`config.mk`:
```
export PLATFORM = sky130hd
export DESIGN_NAME = neuron_controller
export DESIGN_NICKNAME = d
export VERILOG_FILES = /design/src/rtl/neuron_controller.sv
export SDC_FILE = /design/constraint.sdc
export NUM_CORES = 1
export LEC_CHECK = 0
export BUFFER_PORTS_ARGS = -buffer_cell sky130_fd_sc_hd__clkbuf_2
export CORE_ASPECT_RATIO = 0.9
export CORE_MARGIN = 2
export CORE_UTILIZATION = 52
export DETAILED_ROUTE_END_ITERATION = 6
export PLACE_DENSITY_LB_ADDON = 0.2
export SETUP_SLACK_MARGIN = 0.1
export SLEW_MARGIN = 20
export SYNTH_ARGS = -nofsm -noshare
export SYNTH_HDL_FRONTEND = slang
export SYNTH_SLANG_ARGS = --single-unit
```
`constraint.sdc`:
```
create_clock -name clk_i -period 2.2 [get_ports clk_i]
set_input_delay 0.11 -clock clk_i [delete_from_list [all_inputs] [get_ports clk_i]]
set_output_delay 0.11 -clock clk_i [all_outputs]
set_load 0.02 [all_outputs]
```
`src/rtl/neuron_controller.sv`:
```
// -----------------------------------------------------------------------------
// neuron_controller
//
// Sequencer that walks a combinational `neuron` datapath through one SNN time
// step. On an accepted start it latches the input spike vector, beta and v_th,
// then for every neuron n in order:
//   - applies the leak once (LEAK),
//   - scans the input lines one per cycle (SCAN) and, for each active line,
//     reads weight[n*NUM_INPUTS+i] from external memory and integrates it
//     (INTEG),
//   - advances to the next neuron (NEXT).
// Updated membrane potentials are written back into an internal register file
// and neuron spikes are ORed into the output spike vector.
//
// Ports:
//   clk_i, rst_i          clock, synchronous active-high reset
//   start_i               begin a time step (sampled in IDLE only)
//   mem_clear_i           zero all membrane potentials (IDLE only, start wins)
//   in_spikes_i           input spike vector, latched on accepted start
//   beta_i, v_th_i        leak factor / threshold, latched on accepted start
//   weight_rd_o           weight read strobe (data returns one cycle later)
//   weight_addr_o         weight address n*NUM_INPUTS+i
//   weight_data_i         weight read data
//   weight_o, v_mem_o,
//   beta_o, v_th_o,
//   function_sel_o        drive the neuron datapath (0 = leak, 1 = integrate)
//   spike_i, v_mem_i      neuron results
//   busy_o                high while a time step is in progress
//   done_o                one-cycle pulse at the end of a time step
//   spikes_o              output spikes of the last completed step
//   state_o               current FSM state, for observation only
//
// Handshake: there is no back-pressure anywhere. weight_rd_o is a one-cycle
// strobe issued in SCAN; weight_data_i must be valid in the very next cycle,
// which is always INTEG, where it is consumed combinationally.
// -----------------------------------------------------------------------------
module neuron_controller #(
   parameter int NUM_NEURONS = 10,
   parameter int NUM_INPUTS  = 16,
   parameter int ADDR_W      = $clog2(NUM_NEURONS*NUM_INPUTS)
) (
   input  logic                   clk_i,
   input  logic                   rst_i,
   input  logic                   start_i,
   input  logic                   mem_clear_i,
   input  logic [NUM_INPUTS-1:0]  in_spikes_i,
   input  logic [7:0]             beta_i,
   input  logic [7:0]             v_th_i,
   output logic                   weight_rd_o,
   output logic [ADDR_W-1:0]      weight_addr_o,
   input  logic [7:0]             weight_data_i,
   output logic [7:0]             weight_o,
   output logic [7:0]             v_mem_o,
   output logic [7:0]             beta_o,
   output logic [7:0]             v_th_o,
   output logic                   function_sel_o,
   input  logic                   spike_i,
   input  logic [7:0]             v_mem_i,
   output logic                   busy_o,
   output logic                   done_o,
   output logic [NUM_NEURONS-1:0] spikes_o,
   output logic [2:0]             state_o
);

   localparam int NW = (NUM_NEURONS > 1) ? $clog2(NUM_NEURONS) : 1;
   // Input index must be able to hold NUM_INPUTS itself (end-of-scan marker).
   localparam int IW = $clog2(NUM_INPUTS + 1);

   typedef enum logic [2:0] {
      S_IDLE  = 3'd0,
      S_LEAK  = 3'd1,
      S_SCAN  = 3'd2,
      S_INTEG = 3'd3,
      S_NEXT  = 3'd4,
      S_DONE  = 3'd5
   } state_t;

   state_t                 r_state;
   state_t                 w_next_state;
   logic [NW-1:0]          r_n;
   logic [IW-1:0]          r_i;
   logic [NUM_INPUTS-1:0]  r_in_spikes;
   logic [7:0]             r_beta;
   logic [7:0]             r_v_th;
   logic [NUM_NEURONS-1:0] r_out_spikes;
   logic [7:0]             r_rf [NUM_NEURONS];

   logic                   w_scan_end;
   logic [NUM_INPUTS-1:0]  w_shifted;
   logic                   w_bit;
   logic                   w_last_n;
   logic [7:0]             w_cur_v;

   assign w_scan_end = (r_i == IW'(NUM_INPUTS));
   // Shift rather than index so r_i == NUM_INPUTS never addresses past the vector.
   assign w_shifted  = r_in_spikes >> r_i;
   assign w_bit      = w_shifted[0];
   assign w_last_n   = (r_n == NW'(NUM_NEURONS - 1));
   assign w_cur_v    = r_rf[r_n];

   assign beta_o   = r_beta;
   assign v_th_o   = r_v_th;
   assign spikes_o = r_out_spikes;
   assign busy_o   = (r_state != S_IDLE);
   assign state_o  = r_state;

   // State register and datapath registers.
   always_ff @(posedge clk_i) begin
      if (rst_i) begin
         r_state      <= S_IDLE;
         r_n          <= '0;
         r_i          <= '0;
         r_in_spikes  <= '0;
         r_beta       <= '0;
         r_v_th       <= '0;
         r_out_spikes <= '0;
         for (int k = 0; k < NUM_NEURONS; k++) r_rf[k] <= '0;
      end else begin
         r_state <= w_next_state;
         case (r_state)
            S_IDLE: begin
               if (start_i) begin
                  r_in_spikes  <= in_spikes_i;
                  r_beta       <= beta_i;
                  r_v_th       <= v_th_i;
                  r_out_spikes <= '0;
                  r_n          <= '0;
               end else if (mem_clear_i) begin
                  for (int k = 0; k < NUM_NEURONS; k++) r_rf[k] <= '0;
               end
            end
            S_LEAK: begin
               r_rf[r_n] <= v_mem_i;
               r_i       <= '0;
            end
            S_SCAN: begin
               // Inactive lines are skipped here; active ones advance in INTEG.
               if (!w_scan_end && !w_bit) r_i <= r_i + 1'b1;
            end
            S_INTEG: begin
               r_rf[r_n] <= v_mem_i;
               if (spike_i) r_out_spikes[r_n] <= 1'b1;
               r_i <= r_i + 1'b1;
            end
            S_NEXT: begin
               if (!w_last_n) r_n <= r_n + 1'b1;
            end
            default: ;
         endcase
      end
   end

   // Next-state and datapath drive.
   always_comb begin
      w_next_state   = r_state;
      weight_rd_o    = 1'b0;
      weight_addr_o  = '0;
      weight_o       = '0;
      v_mem_o        = '0;
      function_sel_o = 1'b0;
      done_o         = 1'b0;
      case (r_state)
         S_IDLE: begin
            if (start_i) w_next_state = S_LEAK;
         end
         S_LEAK: begin
            v_mem_o      = w_cur_v;
            w_next_state = S_SCAN;
         end
         S_SCAN: begin
            if (w_scan_end) begin
               w_next_state = S_NEXT;
            end else if (w_bit) begin
               weight_rd_o   = 1'b1;
               weight_addr_o = ADDR_W'(32'(r_n) * 32'(NUM_INPUTS) + 32'(r_i));
               w_next_state  = S_INTEG;
            end
         end
         S_INTEG: begin
            function_sel_o = 1'b1;
            weight_o       = weight_data_i;
            v_mem_o        = w_cur_v;
            w_next_state   = S_SCAN;
         end
         S_NEXT: begin
            w_next_state = w_last_n ? S_DONE : S_LEAK;
         end
         S_DONE: begin
            done_o       = 1'b1;
            w_next_state = S_IDLE;
         end
         default: w_next_state = S_IDLE;
      endcase
   end

endmodule

```
Yosys cells after proc, flatten, opt, wreduce, memory -nomap -nowiden --
Memory sizes are Yosys's and may differ from the RTL's. A register that Yosys moved wholly into a read port is not among the register bits. Index checks and enable logic that the tools add are counted.
Word-level totals: register bits 54, RAM bits 80, bits of input ports 53, output and inout port bits 57, logic and storage cells 107, memories 1
Operators by class: $add $sub $neg 3, order comparisons 2, eq/ne operators 12, shift-type cells 1, mux-type cells 53, bitwise gates (word level) 12, reduce and logical (&&, ||, !) cells 16
Memories:
- r_rf | words 10, width 8, read ports 1, clocked after Yosys merged registers in 1, wr ports 10, RTL line 86 | logic [7:0] r_rf [NUM_NEURONS];
Operator list (count):
- two-way mux 8 bit | 17
- two-way mux 10 bit | 2
- two-way mux 4 bit | 5
- one-hot mux 10 bit (2 select lines) | 1
- two-way mux 1 bit | 19
- >> shifter 16 x 5 -> 1 bit | 1
- one-hot mux 5 bit (3 select lines) | 1
- two-way mux 3 bit | 4
- one-hot mux 3 bit (4 select lines) | 1
- bitwise OR 1 bit | 11
- bitwise OR 10 bit | 1
- adder 8 x 5 -> 8 bit | 1
- inequality test 2 bit, second input constant | 4
- one-hot mux 4 bit (2 select lines) | 1
- OR reduction 8 bit | 1
- == test 3 x 2 -> 1 bit, second input constant | 2
- == test 3 bit, second input constant | 2
- AND reduction 2 bit | 3
- AND reduction 3 bit | 2
- nonzero test 3 bit | 2
- adder 5 x 1 -> 5 bit, second input constant | 1
- == test 5 bit, second input constant | 1
- less-than comparator 4 x 5 -> 1 bit, second input constant | 1
- two-way mux 5 bit | 1
- 11 further kinds | 14

Depth between registers and ports, before layout --
Gate-level depths: netlist of run 1.
word-level depth 7, mapped depth 7, depth with buffers taken out 7

Worst setup path after synthesis of run 1 --
Ideal clock, no wire load.
kind register -> register, start point reg r_state[0], in the netlist state_o[0], end point mem r_rf[4][0] (enable), arrival 1.799 ns, required time 1.834 ns, path slack 0.035 ns, cell stages (with the launch flop) 8, clock period less this slack 2.165 ns, path through dfxtp_1 clkbuf_8 or2_2 nor2_1 inv_1 nor2_1 a21oi_1 o21ai_0
RTL lines:
- from (decl) | RTL line 78 | state_t r_state;
- from (signal assigned) | RTL line 119 | r_state <= w_next_state;
- to (decl) | RTL line 86

==> metrics.txt, run 1 <==
most frequent cells in the layout edfxtp_1, clkbuf_2, and2_1; antenna violations before repair 0; max_slew headroom 69.6%; Rows between 40 and 50; clk buf depth 2; RSZ-0062 raised after global routing true; crit-path max cell delay approximately 530 ps; setup TNS -4280 ps; core area between 0.015 and 0.02 mm²; post-route ant nets 0; Pwr Total roughly 8 mW; met3 capacity usage during global routing roughly 5.5%; critical path capture point type output port; register area share after synthesis just over 60%; worst skew pair latency between 400 and 500 ps; highest-delay cell along the critical path mux4_2; synthesized area per cell approximately 13 µm²; Tcrit/Tclk final 116%; 1st-iter DRT viols 403; Final Util 68.1%; status finished with violations; max-cap viol count 0; Synth cell types between 40 and 50; CP cell instances clkbuf_16, mux4_2, mux4_2, and2_4, buf_6; Num CTS Buffers 17; CTS Root Buffer Type clkbuf_16; Gate Count Post-Synth between 600 and 700; drt via density 5.67; Achievable Freq between 300 and 400 MHz; Cells after DPL between 900 and 1000; final worst slack -349 ps; HP Start v_mem_i[1]; Hold Crit Depth 1; crit-path max FO 6; most used routing layer met2; EDFF count, synth between 100 and 150; die width around 140 µm; Hold WC Path Type in2reg; die area 0.0167 mm²; Crit Path Category reg2out; Chip Height ~120 µm; Hold Vio Cnt, Final 0; worst vdd ir 0.548 mV; Setup-failing EPs final 20; largest net degree at the start of global routing 34; Critical Path Start Type register; # fillers ~1100; clk_skew approximately 7.6 ps; leading cell type in the layout, fill and taps excluded edfxtp_1; final worst path period need between 2000 and 3000 ps; Yosys reg bits between 150 and 200; grt ovf 0; Synth async-reset ratio 0%; CTS Sinks 186; Layout Area Growth over Synthesis 28.4%; IO Pins 110; hold path endpoint r_rf[11][1]$_DFFE_PP_; non-filler cells, final 1006; vias in the first global route a little under 6000; prevailing post-synth register cell edfxtp_1; drt pass-1 iters 4; drt wl/cell a little over 20 µm; GR Util met1 around a third; Final nets approximately 850; routed vias between 5000 and 6000; R2R setup slack -160 ps; residual DRC count 0; Total Wirelength 20.5 mm; FF-to-FF Start r_i[2]$_SDFFE_PP0P_; Critical Path RT between 2000 and 2500 ps; Pins Over Slew Limit 0; Initial Utilization roughly 53%; layout cells sized above 1 34.0%; H-tree levels 4; dpl hpwl between 10 and 15 mm; r2r endpoint r_i[2]$_SDFFE_PP0P_; PwrDens a little under 800 mW/mm²; CP dominant cell by count mux4_2; Leak Pwr slightly above 4 nW; # port buffers around 110; YS warnings 0; antenna cells 0; clock-pin slew on the worst setup and hold paths 60 ps; TritonCTS clock tree built; GPL Wtd Cong roughly 0.84; Global Route met2 Usage a little over two fifths; GRT Util Overall 25.2%; worst-margin pin slew roughly 460 ps; Synth Cell Area 0.00814 mm²; Crit path arrival time around 2400 ps; global-route wire length before repair 31.0 mm; failing checks setup timing; FF-to-FF path depth 6; syn nets 670
-- flip-flops by register name, indices dropped and copies added (netlist names), named ones only --
signal       cells
r_rf           128
r_in_spikes     16
spikes_o        10
beta_o           8
v_th_o           8
r_i              5
r_n              4
state_o          3
-- layout make-up --
class,count,area (µm²),area share (%)
Timing Repair Buffer,194,1530,14.7
Sequential cell,186,5010,48.0
Multi-Input combinational cell,383,3070,29.4
Tap cell,202,253,2.42
Clock buffer,19,433,4.15
Clock inverter,12,108,1.03
Inverter,10,37.5,0.359
-- cells by family after synthesis --
family	synth area share (%)
adders and majority gates	1.23
muxes	13.1
AOI/OAI and AO/OA	4.83
DFF	61.5
buffers and inverters	2.71
and+or+nand+nor	16.1
xor gates and xnor gates	0.538
-- metrics by stage --
step / setup WS (ps) / cell area (µm²) / hold slack, ps
global route: -409 / 10400 / 118
floorplan: 35.3 / 8160 / 209
finish: -349 / 10400 / 101
CTS: -342 / 10200 / 76.5
global placement: -31.9 / 9200 / 332
detailed placement: -123 / 9200 / 343
-- power breakdown --
part	internal [mW]	leakage, nW	switching (mW)
logic	0.548	2.02	0.614
clock network	1.64	0.258	1.23
registers	3.91	1.75	0.0912
-- worst max path at each step --
| stage | startpoint | slack [ps] | cells after the start | end |
|---|---|---|---|---|
| after floorplan | state_o[0]$_SDFFE_PP0P_ | 40 | 7 | r_rf[4][0]$_SDFFCE_PN0P_ |
| after global placement | r_i[2]$_SDFFE_PP0P_ | -30 | 5 | r_i[2]$_SDFFE_PP0P_ |
| after detailed placement | r_i[2]$_SDFFE_PP0P_ | -120 | 5 | r_i[2]$_SDFFE_PP0P_ |
| after CTS | register | -340 | 5 | v_mem_o[3] |
| after global routing | register | -410 | 5 | v_mem_o[3] |
| final | register | -350 | 5 | v_mem_o[3] |
-- Yosys cell counts, drive strengths merged, types with 2 or more instances --
cell    count  area share, %
and3       15            1.3
inv        10           0.46
nand3       6           0.37
nor2       34            1.6
and2       90            6.9
o211ai      2           0.18
and2b       2           0.22
nor3       10           0.62
o21ai       8           0.49
dfxtp      58             14
edfxtp    128             47
xnor2       2           0.22
o32ai       2           0.22
a21o        2           0.18
clkbuf     21            1.5
buf        10           0.78
nand2      78            3.6
ha          8            1.2
or3         2           0.17
a31oi       3           0.23
a21oi      50            3.2
xor2        3           0.32
mux4       47             13
nand2b      7           0.54
-- critical path, delay by kind of cell, from the launching register on --
family	cells	cell delay [ps]
buffers and inverters	2	320
DFF	1	480
muxes	2	1020
and+or+nand+nor	1	180
-- per-layer routing --
metal | share of wire, % | up-vias
li1 | - | 2583
met1 | 41 | 2884
met2 | 52 | 220
met3 | 5.9 | 13
met4 | 0.77 | 0
met5 | 0 | -
-- repair_timing --
item                                    CTS  global route
pin swaps                                 7            10
endpoints found under the setup margin   39            53
endpoints found under the hold margin    34             0
gates resized for setup                  30            56
gates cloned                              2             3
buffers inserted                          1             1
hold buffers                             33             0
No activity file was read; power rests on OpenSTA's default activity.
==> inputs of run 2 (changes only) <==
--- a/config.mk
+++ b/config.mk
@@ -8,8 +8,9 @@
 export BUFFER_PORTS_ARGS = -buffer_cell sky130_fd_sc_hd__clkbuf_2
 export CORE_ASPECT_RATIO = 0.9
 export CORE_MARGIN = 2
-export CORE_UTILIZATION = 52
+export CORE_UTILIZATION = 57
 export DETAILED_ROUTE_END_ITERATION = 6
+export GPL_ROUTABILITY_DRIVEN = 0
 export PLACE_DENSITY_LB_ADDON = 0.2
 export SETUP_SLACK_MARGIN = 0.1
 export SLEW_MARGIN = 20
==> constraint.sdc (replaced) <==
create_clock -name clk_i -period 2.9 [get_ports clk_i]
set_input_delay 0.145 -clock clk_i [delete_from_list [all_inputs] [get_ports clk_i]]
set_output_delay 0.145 -clock clk_i [all_outputs]
set_load 0.02 [all_outputs]
==> metrics.txt, run 2 (same netlist as run 1, synthesis figures left out) <==
final instance area approximately 0.0098 mm²; max FFs per register 128; P_sw ~1.4 mW; Gate power share roughly 12%; CP cell instances buf_16, mux4_2, mux4_2, and2_1, clkbuf_2; # fillers 929; routed vias roughly 5600; grt ovf 0; crit-path max FO 24; CP dominant cell by count mux4_2; Final nets ~800; Area after DPL 0.00894 mm²; dpl hpwl around 12 mm; area occupied by multi-input gates slightly below 0.003 mm²; Hold Vio Cnt, Final 0; IO Pins 110; highest-delay cell along the critical path mux4_2; drt via density slightly below 6; Leak Pwr 3.80 nW; PwrDens around 600 mW/mm²; max-cap viol count 0; status finished clean; Chip Height around 120 µm; worst-margin pin slew ~700 ps; antenna violations before repair 0; drt wl/cell roughly 20 µm; clk_skew 7.72 ps; Pwr Total 5.93 mW; die width around 130 µm; crit path buf inv count 2; Setup-failing EPs final 0; max_slew headroom a little over half; Hold WC Path Type in2reg; most frequent cells in the layout edfxtp_1, clkbuf_2, and2_1; die area 0.0152 mm²; Rows 41; Sw Ratio 24.1%; 1st-iter DRT viols roughly 490; FF-to-FF Start state_o[0]$_SDFFE_PP0P_; clock share of power 36.4%; final worst path period need 2690 ps; Critical Path RT approximately 2800 ps; crit-path max cell delay 530 ps; vias in the first global route roughly 5500; Critical Path Start Type register; worst skew pair latency approximately 430 ps; largest net degree at the start of global routing 42; Reg with most FFs r_rf; H-tree levels 4; Total Wirelength 19.1 mm; clk buf depth 2; layout cells sized above 1 just under 30%; P_int about 4.5 mW; setup TNS 0 ps; residual DRC count 0; Tcrit/Tclk final 92.8%; critical path capture point type output port; worst vdd ir about 0.43 mV; GRT Util Overall approximately 27%; Initial Utilization between 50% and 60%; RSZ-0062 raised after global routing false; Crit path arrival time between 2000 and 3000 ps; # port buffers around 110; Cells after DPL about 900; Seq pwr share around half; global-route wire length before repair 30.1 mm; CTS Sinks about 190; DP Worst Slack between 500 and 600 ps; Achievable Freq around 370 MHz; Crit Path Category reg2out; Pins Over Slew Limit 0; final worst slack 208 ps; critical path's top delay family multiplexers; register area between 0.005 and 0.006 mm²; Num CTS Buffers 17; leading cell type in the layout, fill and taps excluded edfxtp_1; CTS Root Buffer Type clkbuf_16; antenna cells 0; post-route ant nets 0; non-filler cells, final 966; clock-pin slew on the worst setup and hold paths 60 ps; post-CTS setup buffer count 0; core area approximately 0.014 mm²; Layout Area Growth over Synthesis 20.9%; HP Start spike_i; drt pass-1 iters 5; TritonCTS clock tree built
## run 2: cell count changes in the layout (fill, tap and decap cells not counted), moves of 5 or more
cell / change
buf_4: -23
clkbuf_2: +17
buf_6: -10
and2_4: -9
and2_1: +8
and3_2: +7
and3_4: -7
buf_8: -7
clkinv_1: -6
nor3_1: +5
## run 2: final cells by class
class	count	share of cell area, %
clock buffer	22	5.05
timing repair buffer	163	10.8
multi-input combinational	382	29.7
tap	193	2.46
sequential	186	50.9
inverter	10	0.382
clock inverter	10	0.611
## run 2: metal layers
metal | wire, µm | GRT usage [%] | part of all wire (%)
met4 | 205 | 7.39 | 1.1
met5 | 0 | 0 | 0
met2 | 9570 | 42.3 | 50
met1 | 7850 | 37.5 | 41
met3 | 1460 | 6.52 | 7.6
## run 2: worst paths after layout
kind	endpoint	slack, ps	cells past startpoint
worst min-delay path	spikes_o[9]$_SDFFE_PP0P_	110	4
worst max register to register	r_rf[3][5]$_SDFFCE_PN0P_	470	6
worst min register to register	beta_o[0]$_SDFFE_PP0P_	460	2
worst max-delay path	v_mem_o[7]	210	5
## run 2: power groups by stage
| stage | Sequential [mW] | Clock, mW | Combinational [mW] |
|---|---|---|---|
| finish | 3.05 | 2.16 | 0.721 |
| global route | 3.06 | 2.31 | 0.777 |
| CTS | 3.05 | 2.20 | 0.714 |
| detailed placement | 3.10 | 0 | 0.676 |
| global placement | 3.10 | 0 | 0.658 |
| floorplan | 3.09 | 0 | 0.444 |
## run 2: timing repair
item	4_1_cts	5_1_grt
pin swaps	0	0
setup endpoints to repair	3	10
hold buffers	32	0
hold endpoints to repair	32	0
gates resized for setup	1	3
## run 2: per-stage QoR
step                utilization [%]  hold WS [ps]
floorplan                         -           244
global placement               63.8           367
detailed placement             63.8           375
CTS                            70.1          97.7
global route                   70.2           123
finish                         70.2           112
## run 2: worst min-delay path, delay by kind of cell
kind,cells,cell delay [ps]
AOI/OAI and AO/OA,2,200
buffers and inverters,1,90
and+or+nand+nor,1,70
==> inputs of run 3 (changes only) <==
--- a/config.mk
+++ b/config.mk
@@ -11,7 +11,7 @@
 export CORE_UTILIZATION = 57
 export DETAILED_ROUTE_END_ITERATION = 6
 export GPL_ROUTABILITY_DRIVEN = 0
-export PLACE_DENSITY_LB_ADDON = 0.2
+export PLACE_DENSITY = 0.8
 export SETUP_SLACK_MARGIN = 0.1
 export SLEW_MARGIN = 20
 export SYNTH_ARGS = -nofsm -noshare
==> metrics.txt, run 3 (same netlist as run 1, synthesis figures left out) <==
Critical Path Start Type register; GRT Util Overall 28.6%; Hold Vio Cnt, Final 0; Initial Utilization between 50% and 60%; drt wl/cell 21.5 µm; worst vdd ir 0.471 mV; routed vias between 5000 and 6000; max FFs per register about 130; R2R setup slack about 420 ps; PwrDens roughly 620 mW/mm²; status finished clean; Crit Path Category reg2out; Critical Path RT about 2800 ps; antenna cells 0; FF-to-FF path depth 6; Hold WC Path Type in2reg; r2r endpoint r_rf[0][4]$_SDFFCE_PN0P_; clock-pin slew on the worst setup and hold paths around 60 ps; # port buffers around 110; final instance area 0.00989 mm²; HP Start spike_i; most frequent cells in the layout edfxtp_1, clkbuf_2, and2_1; die area between 0.015 and 0.02 mm²; Final Util between 70% and 80%; vias in the first global route between 5000 and 6000; 1st-iter DRT viols 670; FF-to-FF Start state_o[0]$_SDFFE_PP0P_; Hold Crit Depth 4; Rows a little over 40; residual DRC count 0; TritonCTS clock tree built; Final nets 822; max_slew headroom around 52%; RSZ-0062 raised after global routing false; IO Pins 110; Achievable Freq 381 MHz; largest net degree at the start of global routing between 40 and 50; die width ~130 µm; hold path endpoint spikes_o[8]$_SDFFE_PP0P_; clk_skew 6.67 ps; Num CTS Buffers 17; critical path capture point type output port; CTS Root Buffer Type clkbuf_16; dpl hpwl between 10 and 15 mm; layout cells sized above 1 between 20% and 30%; H-tree levels 4; clk buf depth 2; crit-path max FO 15; worst skew pair latency ~440 ps; CTS Sinks around 190; post-route ant nets 0; worst-margin pin slew just over 700 ps; Tcrit/Tclk final approximately nine tenths; max-cap viol count 0; Crit path arrival time around 2500 ps; leading cell type in the layout, fill and taps excluded edfxtp_1; drt pass-1 iters 5; Reg with most FFs r_rf; core area about 0.014 mm²; Total Wirelength 20.8 mm; Chip Height between 100 and 150 µm; Area after DPL 0.00895 mm²; global-route wire length before repair about 32 mm; Pins Over Slew Limit 0; Leak Pwr about 3.8 nW; setup TNS 0 ps; Setup-failing EPs final 0; antenna violations before repair 0; final worst path period need around 2600 ps; Layout Area Growth over Synthesis 21.6%; drt via density between 5 and 6; grt ovf 0
-- run 3: changes by cell type in the layout (fill, tap and decap cells not counted) --
cell       before  now
inv_4           4    2
clkbuf_1        2    1
inv_1          12   11
buf_4          20   21
inv_6           1    0
clkinv_4        1    2
clkinv_2        2    3
buf_16          1    0
buf_12          1    2
clkbuf_16      19   22
-- run 3: worst max-delay path by stage --
stage          cells past startpoint                  endpoint               startpoint  slack, ps
6_report                           5                v_mem_o[1]                 register        270
5_1_grt                            5                v_mem_o[3]                 register        170
4_1_cts                            5                v_mem_o[1]                 register        100
3_5_place_dp                       6  r_rf[3][3]$_SDFFCE_PN0P_  state_o[0]$_SDFFE_PP0P_        450
3_3_place_gp                       6  r_rf[0][2]$_SDFFCE_PN0P_  state_o[0]$_SDFFE_PP0P_        580
2_1_floorplan                      7  r_rf[4][0]$_SDFFCE_PN0P_  state_o[0]$_SDFFE_PP0P_        740
-- run 3: through the flow --
stage	power (mW)	hold WS, ps	std cells	worst slack, ps
finish	6.17	104	967	272
CTS	6.17	100	967	101
global route	6.33	159	967	166
floorplan	3.53	244	609	735
global placement	3.77	367	903	576
detailed placement	3.80	376	903	448
-- run 3: layout make-up --
| type | instances | area (µm²) |
|---|---|---|
| flip-flops and latches | 186 | 5010 |
| well taps | 193 | 241 |
| inverters | 10 | 37.5 |
| clock buffers | 24 | 568 |
| clock inverters | 8 | 48.8 |
| multi-input cells | 382 | 2930 |
| repair buffers | 164 | 1060 |
| fillers | 897 | 4110 |
-- run 3: metal layers --
layer | vias to the layer above | share of wire, % | global-route usage, %
met5 | - | 0 | 0
met4 | 0 | 2.0 | 9.88
met3 | 34 | 8.8 | 6.80
met2 | 322 | 50 | 44.8
met1 | 2827 | 40 | 39.7
li1 | 2519 | - | -
-- run 3: repair_timing --
item / CTS / global route
endpoints found under the hold margin: 32 / 0
hold buffers: 32 / 0
buffers inserted: 0 / 0
gates resized for setup: 0 / 3
endpoints found under the setup margin: 0 / 17
-- run 3: where the power goes --
group / internal, mW / leakage [nW] / switching (mW)
logic: 0.323 / 1.76 / 0.412
clock network: 1.37 / 0.314 / 0.995
registers: 2.97 / 1.75 / 0.0989
total: 4.66 / 3.83 / 1.51
-- run 3: worst max-delay path, cell delays in order, from the launching register on --
cell	delay, ps
dfxtp_4	500
buf_12	210
mux4_2	530
mux4_2	450
and2_1	180
clkbuf_2	150
